--- src/rtl/wb_rr_arbiter_wdt.sv ---
// Wishbone B4 classic N-to-1 arbiter: round-robin grant held for a whole CYC burst,
// with a per-transfer ack watchdog that aborts a hung slave by raising ERR to the owner.
`timescale 1ns/1ps
module wb_rr_arbiter_wdt #(
    parameter int PORTS      = 4,
    parameter int DATA_WIDTH = 32,
    parameter int ADDR_WIDTH = 32,
    parameter int SEL_WIDTH  = DATA_WIDTH / 8,
    parameter int TIMEOUT    = 256
) (
    input  logic                        clk,
    input  logic                        rst,
    input  logic [PORTS*ADDR_WIDTH-1:0] wbm_adr_i,
    input  logic [PORTS*DATA_WIDTH-1:0] wbm_dat_i,
    input  logic [PORTS*SEL_WIDTH-1:0]  wbm_sel_i,
    input  logic [PORTS-1:0]            wbm_we_i,
    input  logic [PORTS-1:0]            wbm_stb_i,
    input  logic [PORTS-1:0]            wbm_cyc_i,
    output logic [DATA_WIDTH-1:0]       wbm_dat_o,
    output logic [PORTS-1:0]            wbm_ack_o,
    output logic [PORTS-1:0]            wbm_err_o,
    output logic [PORTS-1:0]            wbm_rty_o,
    output logic [ADDR_WIDTH-1:0]       wbs_adr_o,
    output logic [DATA_WIDTH-1:0]       wbs_dat_o,
    output logic [SEL_WIDTH-1:0]        wbs_sel_o,
    output logic                        wbs_we_o,
    output logic                        wbs_stb_o,
    output logic                        wbs_cyc_o,
    input  logic [DATA_WIDTH-1:0]       wbs_dat_i,
    input  logic                        wbs_ack_i,
    input  logic                        wbs_err_i,
    input  logic                        wbs_rty_i,
    output logic [PORTS-1:0]            grant_o,
    output logic                        timeout_o
);

    localparam int IDX_W = (PORTS > 1) ? $clog2(PORTS) : 1;

    typedef enum logic [1:0] {IDLE, BUSY, ABORT} state_t;

    state_t           state_reg;
    logic [PORTS-1:0] grant_reg;
    logic [PORTS-1:0] grant_next;
    logic [IDX_W-1:0] last_reg;
    logic [IDX_W-1:0] winner;
    logic [IDX_W:0]   cand;
    logic             found;
    logic             err_pulse_reg;
    logic             wdt_fire;

    // Unpacked views of the packed master buses, indexed by owner below.
    logic [ADDR_WIDTH-1:0] adr_arr [PORTS];
    logic [DATA_WIDTH-1:0] dat_arr [PORTS];
    logic [SEL_WIDTH-1:0]  sel_arr [PORTS];

    generate
        for (genvar gi = 0; gi < PORTS; gi++) begin : g_unpack
            assign adr_arr[gi] = wbm_adr_i[gi*ADDR_WIDTH +: ADDR_WIDTH];
            assign dat_arr[gi] = wbm_dat_i[gi*DATA_WIDTH +: DATA_WIDTH];
            assign sel_arr[gi] = wbm_sel_i[gi*SEL_WIDTH +: SEL_WIDTH];
        end
    endgenerate

    // While BUSY/ABORT the owner is always the last winner.
    logic busy;
    logic m_cyc;
    logic slave_resp;

    assign busy       = (state_reg == BUSY);
    assign m_cyc      = wbm_cyc_i[last_reg];
    assign slave_resp = wbs_ack_i | wbs_err_i | wbs_rty_i;

    assign wbs_cyc_o = busy & m_cyc;
    assign wbs_stb_o = busy & m_cyc & wbm_stb_i[last_reg];
    assign wbs_we_o  = busy & wbm_we_i[last_reg];
    assign wbs_adr_o = busy ? adr_arr[last_reg] : '0;
    assign wbs_dat_o = busy ? dat_arr[last_reg] : '0;
    assign wbs_sel_o = busy ? sel_arr[last_reg] : '0;

    assign wbm_dat_o = wbs_dat_i;
    assign wbm_ack_o = (busy & wbs_ack_i) ? grant_reg : '0;
    assign wbm_rty_o = (busy & wbs_rty_i) ? grant_reg : '0;
    assign wbm_err_o = ((busy & wbs_err_i) | err_pulse_reg) ? grant_reg : '0;
    assign grant_o   = grant_reg;
    assign timeout_o = err_pulse_reg;

    // Round-robin search starting just above the previous winner.
    always_comb begin
        winner = last_reg;
        found  = 1'b0;
        cand   = '0;
        for (int k = 1; k <= PORTS; k++) begin
            cand = {1'b0, last_reg} + (IDX_W+1)'(k);
            if (cand >= (IDX_W+1)'(PORTS))
                cand = cand - (IDX_W+1)'(PORTS);
            if (!found && wbm_cyc_i[cand[IDX_W-1:0]]) begin
                found  = 1'b1;
                winner = cand[IDX_W-1:0];
            end
        end
        grant_next         = '0;
        grant_next[winner] = 1'b1;
    end

    generate
        if (TIMEOUT > 0) begin : g_wdt
            localparam int WDT_W = (TIMEOUT > 1) ? $clog2(TIMEOUT) : 1;
            logic [WDT_W-1:0] wdt_reg;
            logic             stalled;

            assign stalled  = wbs_stb_o & ~slave_resp;
            assign wdt_fire = stalled && (wdt_reg == WDT_W'(TIMEOUT - 1));

            always_ff @(posedge clk or posedge rst) begin
                if (rst)
                    wdt_reg <= '0;
                else if (stalled && !wdt_fire)
                    wdt_reg <= wdt_reg + 1'b1;
                else
                    wdt_reg <= '0;
            end
        end else begin : g_no_wdt
            assign wdt_fire = 1'b0;
        end
    endgenerate

    always_ff @(posedge clk or posedge rst) begin
        if (rst) begin
            state_reg     <= IDLE;
            grant_reg     <= '0;
            last_reg      <= IDX_W'(PORTS - 1);
            err_pulse_reg <= 1'b0;
        end else begin
            err_pulse_reg <= 1'b0;
            case (state_reg)
                IDLE: begin
                    if (|wbm_cyc_i) begin
                        grant_reg <= grant_next;
                        last_reg  <= winner;
                        state_reg <= BUSY;
                    end
                end
                BUSY: begin
                    if (!m_cyc) begin
                        grant_reg <= '0;
                        state_reg <= IDLE;
                    end else if (wdt_fire) begin
                        state_reg     <= ABORT;
                        err_pulse_reg <= 1'b1;
                    end
                end
                ABORT: begin
                    // Grant held so nobody else reaches the slave until the owner lets go.
                    if (!m_cyc) begin
                        grant_reg <= '0;
                        state_reg <= IDLE;
                    end
                end
                default: begin
                    grant_reg <= '0;
                    state_reg <= IDLE;
                end
            endcase
        end
    end

endmodule

--- config.mk ---
export PLATFORM = sky130hd
export DESIGN_NAME = wb_rr_arbiter_wdt
export DESIGN_NICKNAME = d
export VERILOG_FILES = /design/src/rtl/wb_rr_arbiter_wdt.sv
export SDC_FILE = /design/constraint.sdc
export NUM_CORES = 1
export LEC_CHECK = 0
export CORE_AREA = 2 2 172 174
export CTS_CLUSTER_SIZE = 14
export DETAILED_ROUTE_END_ITERATION = 8
export DIE_AREA = 0 0 174 176
export DONT_BUFFER_PORTS = 1
export SLEW_MARGIN = 20
export SYNTH_ARGS = -nofsm -noshare
export SYNTH_HDL_FRONTEND = slang
export SYNTH_SLANG_ARGS = --single-unit
export TNS_END_PERCENT = 100
--- constraint.sdc ---
create_clock -name clk -period 2 [get_ports clk]
set_input_delay 0.1 -clock clk [delete_from_list [all_inputs] [get_ports clk]]
set_output_delay 0.1 -clock clk [all_outputs]
set_load 0.02 [all_outputs]
### After elaboration in Yosys (flattened, before gate mapping)

Cells that the tools add are included.

* register bits after elaboration: 17
* input bits: 321
* output and inout bits: 120
* logic and storage cells: 115

* add/sub/neg operators: 9
* $lt $le $gt $ge: 12
* equality and inequality tests: 7
* multiplexer cells: 54
* bitwise operators: 12
* reduce and logical (&&, ||, !) cells: 16

Operators by type and width (count)
* $mux W32: 6
* $bmux W32 S2: 2
* $mux W4: 8
* $mux W2: 12
* $lt A2 B3 Y1 const B: 6
* $ge A3 B3 Y1 const B: 5
* $bmux W1 S2: 7
* $mux W1: 14
* $add A8 B1 Y8 const B: 1
* $bmux W4 S2: 1
* $eq A8 B8 Y1 const B: 1
* $mux W8: 1
* $pmux W4 S2: 1
* $sub A2 B1 Y2 const B: 4
* $and A1 B1 Y1: 7
* $add A2 B2 Y3 const B: 2
* $logic_and A1 B1 Y1: 6
* $ne A2 B2 Y1 const B: 3
* $pmux W2 S3: 1
* $logic_not A1 Y1: 4
* $reduce_and A2 Y1: 2
* $reduce_or A4 Y1: 1
* $add A2 B1 Y3 const B: 1
* $add A2 B3 Y3 const B: 1
* other kinds (11): 13

### Longest topological paths before layout

Gate-level depths: netlist (run 1).

* depth after elaboration: 21
* depth in mapped cells: 6
* depth with buffers taken out: 5

### Least setup slack after synthesis (run 1)

OpenSTA, ideal clock, no wires.

* path type: register -> output
* start: register last_reg[0]
* end: output port wbs_adr_o[0]
* arrival: 1.644 ns
* required time: 1.900 ns
* path slack: 0.256 ns
* stages on the path, launching flop included: 5
* buffers on the path: 2
* cell sequence: dfstp_2 > buf_6 > buf_4 > mux4_2 > and2_1

* longest elaborated chain between the ends: 5

RTL lines
* from (decl): line 44 `logic [IDX_W-1:0] last_reg;`
* from (signal assigned): line 131 `last_reg <= IDX_W'(PORTS - 1);`
* from (signal assigned): line 139 `last_reg <= winner;`
* $not A2 Y3 (not written as such): line 76 `assign wbs_adr_o = busy ? adr_arr[last_reg] : '0;`
* $bmux W32 S2: line 76
* $mux W32 (not written as such) (2 in series): line 76
* $mux W32: line 76
* to (decl): line 23 `output logic [ADDR_WIDTH-1:0] wbs_adr_o,`

Every way passes these cells. The select of a mux whose other input is x is not followed.

### Worst setup path in the final report (run 1)

* start: register last_reg[0]
* end: output port wbs_adr_o[28]

Same word-level chain as after synthesis.

==> results of run 1 <==
-- Yosys cell counts, types with 6 or more instances --
cell	n	area share, %
a21oi_1	9	1.3
and2_1	69	13
and3_1	9	1.6
buf_2	10	1.5
buf_4	38	8.3
clkbuf_1	8	0.87
dfrtp_1	15	11
inv_1	6	0.65
mux4_2	71	46
nand2_1	7	0.76
nor2_2	7	1.3
-- worst min-delay path by stage --
stage | startpoint | endpoint | slack [ns] | depth (start not counted)
6_report | wbs_rty_i | g_wdt.wdt_reg[6] | 0.14 | 3
5_1_grt | wbs_rty_i | g_wdt.wdt_reg[7] | 0.15 | 3
4_1_cts | wbs_rty_i | g_wdt.wdt_reg[6] | 0.12 | 3
3_5_place_dp | rst | grant_o[2] | 0.12 | 1
3_3_place_gp | rst | grant_o[2] | 0.11 | 1
2_1_floorplan | rst | g_wdt.wdt_reg[0] | 0.02 | 1
-- report_power, final --
| group | total (mW) | switching (mW) | internal [mW] | leakage (nW) |
|---|---|---|---|---|
| sequential | 0.634 | 0.187 | 0.448 | 0.227 |
| combinational | 6.64 | 3.38 | 3.26 | 1.23 |
| clock | 0.400 | 0.132 | 0.268 | 0.0409 |
-- stage by stage --
stage	setup WS [ns]	util (%)	power (mW)	instance area [um^2]
after floorplan	0.2559	-	4.852	3447
after global placement	0.02095	12.86	5.591	3671
after detailed placement	0.01398	12.86	5.612	3671
after CTS	-0.1685	14.43	7.179	4119
after global routing	-0.1764	15.18	8.051	4334
final	-0.1503	15.19	7.675	4337
-- logic make-up after synthesis --
kind of cell | count (synthesis) | share of synthesized area, %
xor gates and xnor gates | 5 | 1.271
muxes | 72 | 46.68
adders and majority gates | 4 | 1.452
buffers and inverters | 64 | 12.16
and+or+nand+nor | 117 | 20.73
DFF | 17 | 12.41
AOI/OAI and AO/OA | 26 | 5.300
-- area by class of cell --
class,count,area [um^2]
antenna,4,10.01
fill,3208,24210
multi-input combinational,224,2794
sequential,17,435.4
timing repair buffer,30,514.2
tap,384,480.5
clock inverter,1,5.005
inverter,6,22.52
clock buffer,3,75.07
-- metal layers --
metal | share of wire [%] | up-vias
li1 | - | 1106
met1 | 39 | 1429
met4 | 1.3 | 2
met5 | 0.071 | -
met3 | 12 | 14
met2 | 47 | 269
-- cell usage in the layout, fill, tap and decap left out, drive strengths merged, types with 2 or more instances in the layout --
cell    netlist  routed
mux4         71      71
and3         10      10
nor2b         4       4
o21ai         5       5
dfstp         2       2
xnor2         2       2
and2         69      69
dfrtp        15      15
xor2          3       3
nor3          2       2
nor2         11      11
diode         0       4
a21oi        10      10
clkbuf        8       6
nand2         7       7
nand2b        2       2
nand4         2       2
a32o          4       4
or3           2       2
inv           6       6
and4          2       2
buf          50      26
nand3         3       3
ha            4       4
-- worst reg2reg max path, delay by kind of cell, from the launching register on --
kind | cells | cell delay [ns]
mux | 1 | 0.62
compound gates | 2 | 0.50
flops | 1 | 0.65
buf+inv | 1 | 0.12
-- what timing repair did --
action / CTS / global route
pin swaps: 1 / 2
buffers inserted: 8 / 4
hold buffers: 1 / 0
resized for setup: 93 / 44
setup endpoints to repair: 71 / 83
endpoints found under the hold margin: 15 / 0
gates cloned: 5 / 4
==> results.txt, run 1 <==
Critical Path Source = last_reg[0]
Placed insts = 640
Hold Path Class = in -> reg
Final WS setup = -0.1503 ns
Nets = 607
CTS HTree Levels = 1
Register area share after synthesis = 12.41%
CP endpoint = wbs_adr_o[28]
Final setup viols = 71
Number of flip-flops in the largest register = 8
CTS tree = yes
Cell Chain, Critical Path = buf_12, buf_16, mux4_2, and2_1
Die Ht = 176 um
Core Area = 28,550 um^2
CP Launch Type = flop
Max VDD drop = 0.8080 mV
WHS = 0.1431 ns
Fin crit period = 2.150 ns
Final ANT Viol Nets = 0
Syn Inst Count = 305
Status = finished with violations
CP max FO = 17
Num ports = 441
Slowest-stage cell, CP = dfstp_4
CP peak stage delay = 0.65 ns
P per Cell Area = 1770 nW/um^2
Met2 GRT Util = 15.62%
CTS Buf Count = 3
DRT Pass-1 Iters = 4
Worst-path clk slew = 0.05 ns
Remaining Overflow, GRT = 0
Top cell family by delay on the critical path = flip-flops
Global-route usage over all layers = 9.646%
Grt met3 use = 3.682%
Std cell rows = 62
Leak = 1.494 nW
Die X = 174 um
Mapped Area = 3447 um^2
Yosys reg bits = 17
Initial antenna violation count = 7
Avg Synthesized Cell Area = 11.30 um^2
Slew HR = 47.47%
DRC = 0
Synthesis Warnings = 0
Worst Path Arrival = 2.05 ns
Clk root buf = clkbuf_16
Unrepaired setup endpoints after global routing = true
Final hold viol count = 0
Worst reg2reg setup slack = -0.02 ns
Critical Path RT = 1.90 ns
Max Freq = 465.0 MHz
WL/cell = 25.36 um
DR vias = 2,820
Post-route insts no fill = 669
Syn Nets = 630
Sink Count = 17
WP buf/inv = 2
Max-slew violation count = 0
CP endpoint kind = primary output
Detailed Route WL = 16,970 um
Port bufs = 0
Clk buf depth = 2
RePlAce Congestion = 0.8938
Vias in the first global route = 2,746
Async S/R FF share, synth = 100.0%
Stages on the worst setup path = 4
First-pass GRT wire length = 21,560 um
Worst Tran Pin Value = 0.7808 ns
EDFF count, synth = 0
Tcrit/Tclk final = 107.5%
Busiest grt layer = met2
Violated checks = negative setup slack
Grt met1 use = 12.36%
Critical path class = reg -> out
Iter 0 DRT Violations = 139
R2R Path Start = last_reg[0]
Setup TNS Final = -5.362 ns
Starting density of the core = 12.07%
Share of layout cells above drive strength 1 = 64.41%
Vias per std cell = 4.215
Count of cell types in the netlist = 42
Most used DFF post-synth = dfrtp_1
Worst skew pair latency = 0.25 ns
Hpwl dp = 13,320 um
Die area = 30,620 um^2
Synthesis-to-finish area growth = 25.81%
Largest net degree at the start of global routing = 71
Cells on worst reg2reg path = 4
FF-to-FF End = grant_o[0]
Worst Skew = 0.004829 ns
MaxCap Viol Count = 0
(Power assumes the default switching activity.)
==> inputs of run 2 (changes only) <==
ABC_AREA = 1   (was unset)
CORE_AREA = 2 2 174 176   (was 2 2 172 174)
DIE_AREA = 0 0 176 178   (was 0 0 174 176)
==> run 2 against run 1 <==
The run still ends with negative setup slack left; final area rose by 1.7%; critical path depth unchanged; sequential cell count did not move; via count is 61% higher; die area up 2.3%; combinational power up 3.9%; sequential share of layout area is 0.17 points lower; largest power group unchanged.
==> results.txt, run 2 <==
Top cell family by delay on the critical path = flip-flops
Mapped Area = 3322 um^2 (-3.6%)
Post-route insts no fill = 941 (+41%)
Yosys reg bits = 17 (unchanged)
Commonest cells post-synth = 146 x nand3_1, 72 x a31oi_1, 69 x a22oi_1
Clk buf depth = 2 (unchanged)
Async S/R FF share, synth = 100.0% (unchanged)
Final WS setup = -0.01027 ns (+0.1400 ns)
Port bufs = 0 (unchanged)
Hpwl dp = 13,710 um (+2.9%)
Count of cell types in the netlist = 36 (-14%)
Syn Inst Count = 536 (+76%)
Most used DFF post-synth = dfrtp_1
First-pass GRT wire length = 24,160 um (+12%)
Nets = 871 (+43%)
EDFF count, synth = 0 (unchanged)
MaxCap Viol Count = 0 (unchanged)
Post-synthesis compound-gate area fraction = 31.37% (+26 points)
Critical path class = reg -> out
Initial antenna violation count = 4 (-3)
Slew HR = 56.26% (+8.8 points)
Worst-path clk slew = 0.05 ns (about the same)
Most frequent cells in the layout = 146 x nand3_1, 76 x buf_4, 70 x a31oi_1
Hold Crit Start = wbs_rty_i
WL/cell = 20.49 um (-19%)
FF-to-FF End = g_wdt.wdt_reg[4]
CP peak stage delay = 0.68 ns (+0.03 ns)
Die area = 31,330 um^2 (+2.3%)
Clk root buf = clkbuf_16
Slowest-stage cell, CP = dfstp_4
Critical Path RT = 1.90 ns (about the same)
Number of flip-flops in the largest register = 8 (unchanged)
Post-synthesis xor/xnor area fraction = 1.055% (-0.22 points)
Register area share after synthesis = 12.88% (+0.47 points)
WP buf/inv = 2 (unchanged)
Detailed Route WL = 19,280 um (+14%)
CP max FO = 71 (+54)
Sink Count = 17 (unchanged)
P per Cell Area = 1785 nW/um^2 (+0.84%)
Die Ht = 178 um (+1.1%)
Cell Chain, Critical Path = buf_12, nand3_1, a31oi_2, buf_4
Max VDD drop = 0.6211 mV (-23%)
Fillers = 3,344 (+4.2%)
Unrepaired setup endpoints after global routing = true
Mux contribution to synthesized area = 0% (-47 points)
Iter 0 DRT Violations = 402 (+190%)
CP endpoint kind = primary output
Worst Path Arrival = 1.91 ns (-0.14 ns)
Synth Area in Simple Gates = 35.67% (+15 points)
Hold Path Class = in -> reg
Final ANT Viol Nets = 0 (unchanged)
Power, Total = 7.869 mW (+2.5%)
Avg Synthesized Cell Area = 6.198 um^2 (-45%)
DR vias = 4,549 (+61%)
Worst reg2reg setup slack = 0.18 ns (+0.20 ns)
Main combinational cell family by area after synthesis = simple AND/OR/NAND/NOR gates
Most common cell in the synthesized netlist = nand3_1
Top cells by area, synth = nand3_1 22%, a22oi_1 16%, a31oi_1 14%
Starting density of the core = 11.30% (-0.78 points)
Num ports = 441 (unchanged)
R2R Path Start = last_reg[0]
CP Launch Type = flop
CTS HTree Levels = 1 (unchanged)
Final setup viols = 1 (-99%)
Worst skew pair latency = 0.25 ns (about the same)
Setup TNS Final = -0.01027 ns (+5.351 ns)
Std cell rows = 63 (+1.6%)
Syn Nets = 861 (+37%)
Worst Skew = 0.002116 ns (-0.002713 ns)
Vias in the first global route = 3,867 (+41%)
Reg area = 435.4 um^2 (unchanged)
Placed insts = 922 (+44%)
Multi-input gate area = 2415 um^2 (-14%)
Cells on worst reg2reg path = 7 (+3)
Remaining Overflow, GRT = 0 (unchanged)
Max Freq = 497.4 MHz (+7.0%)
Largest net degree at the start of global routing = 72 (+1.4%)
DRC = 0 (unchanged)
Top-area cell type share of the netlist area = 22.00% (-24 points)
Die X = 176 um (+1.1%)
Tcrit/Tclk final = 100.5% (-7.0 points)
Vias per std cell = 4.834 (+15%)
Share of layout cells above drive strength 1 = 24.22% (-40 points)
RePlAce Congestion = 0.9026 (+0.98%)
CTS tree = yes
Final hold viol count = 0 (unchanged)
Synthesis-to-finish area growth = 32.73%
Adder-cell share of the synthesized area = 1.507% (+0.055 points)
Synthesis Warnings = 0 (unchanged)
Core Area = 29,400 um^2 (+3.0%)
Most common cell after layout, fill and taps aside = nand3_1
Leak = 1.563 nW (+4.6%)
Status = finished with violations
Global-route usage over all layers = 10.40% (+0.76 points)
Violated checks = negative setup slack
Max-slew violation count = 0 (unchanged)
Hold depth = 3 (unchanged)
Hold path endpoint = g_wdt.wdt_reg[6]
Fin crit period = 2.010 ns (-0.1400 ns)
CTS Buf Count = 3 (unchanged)
Synth area leader = nand3_1
Worst Tran Pin Value = 0.6553 ns (-0.1255 ns)
DRT Pass-1 Iters = 5 (+1)
run 2: how the worst max path moves through the flow:
stage,from,end,slack (ns),cells past startpoint
final,last_reg[1],wbs_dat_o[12],-0.01,4
after global routing,last_reg[1],wbs_dat_o[12],-0.04,4
after CTS,last_reg[1],wbs_dat_o[20],-0.02,7
after detailed placement,last_reg[0],g_wdt.wdt_reg[4],0.13,7
after global placement,last_reg[0],wbs_sel_o[3],0.21,5
after floorplan,last_reg[1],wbs_dat_o[14],0.27,5
run 2: kinds of logic after synthesis:
group	count (synthesis)
AO/OA/AOI/OAI	153
adder cells (fa/ha/maj)	4
buffers and inverters	108
flip-flops	17
XOR/XNOR	4
AND/OR/NAND/NOR	250
run 2: worst reg2reg max path: stages (launching register included):
cell     delay, ns
dfstp_4       0.69
buf_12        0.16
nand2_1       0.09
nand3_1       0.15
nand3_2       0.13
a21oi_4       0.18
nand3_4       0.13
nor3b_2       0.20
run 2: layer usage:
metal  share of wire [%]  global-route usage, %
met2                  48                  16.52
met3                  11                  3.687
met1                  38                  12.17
met4                 3.6                  5.096
met5                   0                  3.846
run 2: per-stage QoR:
stage / instance area, um^2 / hold slack (ns) / utilization, % / setup WS, ns
floorplan: 3322 / 0.02461 / - / 0.2694
finish: 4409 / 0.1057 / 15.00 / -0.01027
CTS: 4313 / 0.09791 / 14.67 / -0.02324
detailed placement: 4056 / 0.1303 / 13.80 / 0.1325
global route: 4404 / 0.1106 / 14.98 / -0.03869
global placement: 4056 / 0.1130 / 13.80 / 0.2053
run 2: layout make-up:
type                            count  share of cell area, %
Multi-Input combinational cell    411                  54.77
Timing Repair Buffer               91                  19.75
Tap cell                          390                  11.07
Sequential cell                    17                  9.875
Inverter                           22                  2.327
Clock buffer                        3                  1.703
Antenna cell                        6                 0.3405
Clock inverter                      1                 0.1703
run 2: timing repair:
action | 4_1_cts | 5_1_grt
cloned | 3 | 1
hold buffers | 1 | 0
hold endpoints to repair | 15 | 0
setup endpoints to repair | 6 | 44
buffers inserted | 5 | 0
pin swaps | 0 | 6
gates resized for setup | 6 | 23
run 2: power by group:
part | switching [mW] | total, mW | internal (mW)
Combinational | 4.35 | 6.90 | 2.55
Sequential | 0.123 | 0.561 | 0.438
Clock | 0.137 | 0.407 | 0.270
